<file path="src/rtl/sc_cfg_pkg.sv">
// Shared types and constants for the scanconverter config commit scheduler.
package sc_cfg_pkg;

  typedef enum logic [1:0] {
    IDLE   = 2'd0,
    ARMED  = 2'd1,
    COMMIT = 2'd2
  } state_e;

  localparam int unsigned N_REGS_DEF = 8;

  // Word index map of the live config vector
  localparam int unsigned CFG_MISC = 0;
  localparam int unsigned CFG_SL   = 1;
  localparam int unsigned CFG_SL2  = 2;
  localparam int unsigned CFG_HV   = 3;
  localparam int unsigned CFG_HV2  = 4;
  localparam int unsigned CFG_HV3  = 5;
  localparam int unsigned CFG_XY   = 6;
  localparam int unsigned CFG_XY2  = 7;

  localparam int unsigned TIMEOUT_CYCLES_DEF = 2097152;
  localparam int unsigned TMO_CNT_W          = 21;

endpackage

</file>
<file path="src/rtl/vsync_edge_det.sv">
// Registered VSYNC sample plus combinational inactive->active edge strobe.
module vsync_edge_det #(
  parameter logic VSYNC_POL = 1'b0
) (
  input  logic clk_i,
  input  logic rst_ni,
  input  logic vsync_i,
  output logic edge_c_o
);

  logic vs_q;

  // Previous-cycle VSYNC level, reset to the inactive level
  always_ff @(posedge clk_i or negedge rst_ni) begin
    if (!rst_ni) vs_q <= ~VSYNC_POL;
    else         vs_q <= vsync_i;
  end

  assign edge_c_o = (vsync_i == VSYNC_POL) && (vs_q != VSYNC_POL);

endmodule

</file>
<file path="src/rtl/sc_cfg_commit_sched.sv">
// Frame-atomic config commit: shadow words are copied to cfg_o on an active VSYNC edge.
// Optional armed-state timeout enabled by defining CFG_COMMIT_TIMEOUT_EN.
module sc_cfg_commit_sched
  import sc_cfg_pkg::*;
#(
  parameter int unsigned N_REGS         = N_REGS_DEF,
  parameter int unsigned ADDR_W         = 3,
  parameter logic        VSYNC_POL      = 1'b0,
  parameter int unsigned TIMEOUT_CYCLES = TIMEOUT_CYCLES_DEF
) (
  input  logic                PCLK_i,
  input  logic                reset_n,
  input  logic                wr_valid_i,
  output logic                wr_ready_o,
  input  logic [ADDR_W-1:0]   wr_addr_i,
  input  logic [31:0]         wr_data_i,
  input  logic                commit_req_i,
  input  logic                abort_i,
  input  logic                vsync_i,
  output logic [32*N_REGS-1:0] cfg_o,
  output logic                pending_o,
  output logic                armed_o,
  output logic                commit_done_o,
  output logic                timeout_o
);

  // The timeout counter must be able to reach TIMEOUT_CYCLES-1
  if (TIMEOUT_CYCLES == 0 || TIMEOUT_CYCLES > (32'd1 << TMO_CNT_W)) begin : g_bad_timeout
    $error("TIMEOUT_CYCLES out of range for the timeout counter");
  end

  state_e                state_q;
  logic [31:0]           shadow_q [N_REGS];
  logic [32*N_REGS-1:0]  cfg_q;
  logic                  pending_q;
  logic                  armed_q;
  logic                  done_q;
  logic                  vs_edge;
  logic                  wr_fire;
  logic                  wr_in_range;
  logic                  tmo_hit;

  vsync_edge_det #(
    .VSYNC_POL (VSYNC_POL)
  ) u_edge (
    .clk_i    (PCLK_i),
    .rst_ni   (reset_n),
    .vsync_i  (vsync_i),
    .edge_c_o (vs_edge)
  );

  assign wr_ready_o  = (state_q == IDLE);
  assign wr_fire     = wr_valid_i && wr_ready_o;
  assign wr_in_range = 32'(wr_addr_i) < N_REGS;

  // Shadow word bank; out-of-range addresses match no word and are dropped
  always_ff @(posedge PCLK_i or negedge reset_n) begin
    if (!reset_n) begin
      for (int unsigned k = 0; k < N_REGS; k++) shadow_q[k] <= '0;
    end else if (wr_fire) begin
      for (int unsigned k = 0; k < N_REGS; k++) begin
        if (32'(wr_addr_i) == k) shadow_q[k] <= wr_data_i;
      end
    end
  end

  // Commit FSM with registered status outputs and the live config copy
  always_ff @(posedge PCLK_i or negedge reset_n) begin
    if (!reset_n) begin
      state_q   <= IDLE;
      armed_q   <= 1'b0;
      done_q    <= 1'b0;
      pending_q <= 1'b0;
      cfg_q     <= '0;
    end else begin
      done_q <= 1'b0;
      case (state_q)
        IDLE: begin
          if (wr_fire && wr_in_range) pending_q <= 1'b1;
          if (commit_req_i) begin
            state_q <= ARMED;
            armed_q <= 1'b1;
          end
        end
        ARMED: begin
          if (abort_i) begin
            state_q <= IDLE;
            armed_q <= 1'b0;
          end else if (vs_edge || tmo_hit) begin
            state_q <= COMMIT;
            armed_q <= 1'b0;
          end
        end
        COMMIT: begin
          for (int unsigned k = 0; k < N_REGS; k++) cfg_q[32*k +: 32] <= shadow_q[k];
          done_q    <= 1'b1;
          pending_q <= 1'b0;
          state_q   <= IDLE;
        end
        default: begin
          state_q <= IDLE;
          armed_q <= 1'b0;
        end
      endcase
    end
  end

`ifdef CFG_COMMIT_TIMEOUT_EN
  logic [TMO_CNT_W-1:0] tmo_cnt_q;
  logic                 by_tmo_q;
  logic                 tmo_flag_q;

  assign tmo_hit = (state_q == ARMED) && (tmo_cnt_q == TMO_CNT_W'(TIMEOUT_CYCLES - 1));

  // Armed-cycle counter and sticky flag recording whether the last commit was forced
  always_ff @(posedge PCLK_i or negedge reset_n) begin
    if (!reset_n) begin
      tmo_cnt_q  <= '0;
      by_tmo_q   <= 1'b0;
      tmo_flag_q <= 1'b0;
    end else begin
      if (state_q == IDLE && commit_req_i) tmo_cnt_q <= '0;
      else if (state_q == ARMED)           tmo_cnt_q <= tmo_cnt_q + TMO_CNT_W'(1);
      if (state_q == ARMED && !abort_i && (vs_edge || tmo_hit)) by_tmo_q <= !vs_edge;
      if (state_q == COMMIT) tmo_flag_q <= by_tmo_q;
    end
  end

  assign timeout_o = tmo_flag_q;
`else
  assign tmo_hit   = 1'b0;
  assign timeout_o = 1'b0;
`endif

  assign cfg_o         = cfg_q;
  assign pending_o     = pending_q;
  assign armed_o       = armed_q;
  assign commit_done_o = done_q;

endmodule

</file>
<file path="config.mk">
export PLATFORM = sky130hd
export DESIGN_NAME = sc_cfg_commit_sched
export DESIGN_NICKNAME = d
export VERILOG_FILES = /design/src/rtl/sc_cfg_pkg.sv /design/src/rtl/vsync_edge_det.sv /design/src/rtl/sc_cfg_commit_sched.sv
export SDC_FILE = /design/constraint.sdc
export NUM_CORES = 1
export LEC_CHECK = 0
export BUFFER_PORTS_ARGS = -buffer_cell sky130_fd_sc_hd__buf_2
export CORE_MARGIN = 2
export CORE_UTILIZATION = 51
export DETAILED_ROUTE_END_ITERATION = 7
export PLACE_DENSITY_LB_ADDON = 0.25
export SYNTH_ARGS = -nofsm -noshare
export SYNTH_HDL_FRONTEND = slang
export SYNTH_SLANG_ARGS = --single-unit
</file>
<file path="constraint.sdc">
create_clock -name PCLK_i -period 4.7 [get_ports PCLK_i]
set_input_delay 0.47 -clock PCLK_i [delete_from_list [all_inputs] [get_ports PCLK_i]]
set_output_delay 0.47 -clock PCLK_i [all_outputs]
set_load 0.02 [all_outputs]
</file>
==> flow_metrics.py <==
metrics = {
    "sta": {
        "rsz0062_at_grt": "false",
        "fin_worst_skew_ns": 0.00881,
        "slew_headroom_pct": 16.5,
        "tightest_slew_ns": 1.25,
        "finalCriticalPeriod_ns": 2.51,
        "slew_violations": 0,
        "finalHoldViolCount": 0,
        "finalSetupViolCount": 0,
        "layout_setup_ws_ns": 2.19,
        "fmax_mhz": 399,
        "setup_tns_ns": 0,
        "finalCritPeriodShare_pct": 53.4,
    },
    "final_layout": {
        "post_layout_nonfiller_instances": 1978,
        "fin_nets": 1468,
        "area_growth_pct": 19.6,
        "layout-drive-gt1-share_pct": 62.2,
        "final_core_util_pct": 61.7,
    },
    "synth": {
        "ys_ff_latch": 518,
        "ys_seq_area_share_pct": 66.8,
        "syn_inst": 1113,
        "synth_top_cell_by_area": "dfrtp_1",
        "ys_top_cells_by_count": "dfrtp_1 (517), mux2_2 (474), buf_2 (32)",
        "netlist_area_um2": 19400,
        "synth_fp_nets": 1154,
        "ys.flop_type": "dfrtp_1",
        "syn_avg_cell_area_um2": 17.4,
        "synthTopCellsByArea": "dfrtp_1 (67%), mux2_2 (28%), mux2_4 (2.3%), buf_2 (0.83%), buf_4 (0.62%)",
        "synthDistinctLibCells": 26,
        "synthMostInstantiatedCell": "dfrtp_1",
        "ys_warn_count": 0,
        "synthArstFlopShare_pct": 100,
        "synth-edff-count": 0,
        "yosys.area.top_type_share_pct": 66.7,
    },
    "hold_path": {
        "min_from": "abort_i",
        "min-delay-path-class": "in -> reg",
        "min_path_cells": 2,
        "hold_end": "state_q[1]",
    },
    "clock_network": {
        "cts_max_level": 2,
        "clockBufferDepth": 3,
        "ctsResizeCount": 0,
        "ctsRootBufferMaster": "clkbuf_16",
        "cts_tree": "yes",
        "cts_buffers": 52,
        "insertion_delay_ns": 0.58,
        "cts.clk_slew.worst_paths_ns": 0.06,
        "post-cts-setup-buffers": 0,
        "clock-sinks": 518,
    },
    "die": {
        "placeableCoreArea_um2": 37600,
        "die_area_um2": 39600,
        "die_x_um": 199,
        "ios": 302,
        "start_util_pct": 51.6,
        "rows": 71,
        "die_h_um": 199,
    },
    "critical_path": {
        "reg2reg_slack_ns": 2.19,
        "crit_chain": "or3b_4, nor3_4, buf_4, mux2_2",
        "crit_arrival_ns": 2.97,
        "slowest_delay_ns": 0.62,
        "worst-path-buf-inv": 1,
        "crit_path_top_delay_cell": "nor3_4",
        "required_ns": 5.16,
        "crit_type": "reg -> reg",
        "endpoint_kind": "register",
        "crit_family": "simple AND/OR/NAND/NOR gates",
        "timing.rr.start": "state_q[0]",
        "start_kind": "register",
        "reg2reg_depth": 4,
        "reg2reg_to": "shadow_q[144]",
        "cp_max_fo": 20,
    },
    "grt": {
        "grt_use_total_pct": 21.6,
        "grt_pass1_wl_mm": 64.9,
        "grt_antenna_before_repair": 4,
        "grt_pass1_vias": 10900,
        "grt_overflow": 0,
        "grt_max_degree": 119,
    },
    "placement": {
        "port_buffers": 300,
        "dp_cells": 1882,
        "gp_congestion": 0.758,
        "pre_cts_ws_ns": 2.04,
        "dp_hpwl_mm": 26.7,
    },
    "detailed_routing": {
        "drc_errors": 0,
        "vias": 10300,
        "via_per_inst": 5.21,
        "wl_per_cell_um": 21.2,
        "ant_nets": 0,
        "routed_wl_mm": 41.9,
        "drtPass1Iterations": 4,
        "drt_iter0_drc": 376,
    },
    "flow_run": {
        "maxCapViolations": 0,
    },
    "outcome": {
        "status": "finished, final reports clean",
    },
    "pwr": {
        "vdd_ir_drop_max_mv": 0.425,
        "leakagePower_nw": 11.3,
        "power.density_nw_per_um2": 677,
    },
}
-- worst max path at each step --
stage	cells past startpoint	startpoint	slack (ns)	endpoint
3_3_place_gp	5	wr_addr_i[1]	2.13	shadow_q[155]
6_report	4	state_q[0]	2.19	shadow_q[144]
3_5_place_dp	5	wr_addr_i[1]	2.04	shadow_q[158]
4_1_cts	4	state_q[0]	2.13	shadow_q[149]
2_1_floorplan	4	state_q[1]	2.95	shadow_q[192]
5_1_grt	4	state_q[1]	2.04	shadow_q[149]
-- stage by stage --
stage	area, µm²	power (mW)	hold slack, ns
2_1_floorplan	19400	9.73	0.174
3_3_place_gp	21400	11.4	0.463
3_5_place_dp	21400	11.5	0.471
4_1_cts	23200	15.9	0.0219
5_1_grt	23200	16.5	0.0504
6_report	23200	15.7	0.0605
-- state kept, by name, summed over array words and instances, names as in the netlist --
register / flops
cfg_o: 256
pending_o: 1
shadow_q: 256
u_edge.vs_q: 1
state_q: 2
commit_done_o: 1
armed_o: 1
-- kinds of logic (layout without fill, tap and decap cells) --
family          count (synthesis)  after routing  synth area share [%]
compound gates                  4              4                 0.135
buf+inv                        57            409                  1.89
flops                         518            518                  66.8
mux                           512            512                  30.3
other cells                     1              3                0.0193
simple gates                   21             21                 0.845
-- timing repair --
action / 4_1_cts / 5_1_grt
endpoints found under the hold margin: 95 / 0
endpoints found under the setup margin: 0 / 0
hold buffers: 2 / 0
-- layout make-up --
class                           instances  area [µm²]
Fill cell                            2854       14400
Timing Repair Buffer                  315        1690
Clock inverter                         14         228
Multi-Input combinational cell        538        6100
Sequential cell                       518       13000
Clock buffer                           78        1560
Tap cell                              511         639
Antenna cell                            2        5.00
Inverter                                2        7.51
-- power breakdown --
group	total, mW	switching, mW	leakage, nW	internal [mW]
sequential	7.00	0.849	6.50	6.15
clock	4.28	1.67	0.884	2.61
combinational	4.43	2.45	3.93	1.98
-- per-layer routing --
metal	GRT usage (%)	wire length (µm)	vias up
li1	-	-	4561
met1	29.4	18600	5459
met2	33.7	19600	233
met3	6.19	2790	56
met4	6.83	836	4
met5	0	27	-
-- cell usage in the layout (no fill, tap or decap), types with 3 or more instances in the layout --
cell type  synthesis  final
clkbuf_16          0     53
mux2_1             8      8
clkbuf_1           0     11
mux2_4            30     30
clkinv_2           0      6
clkbuf_8           0     14
mux2_2           474    474
buf_2             32    299
buf_12             0      5
buf_4             16      8
bufinv_16          0      6
nor2_1             3      3
dfrtp_1          517    517
nor2_4             0      4
(Power assumes the default switching activity.)
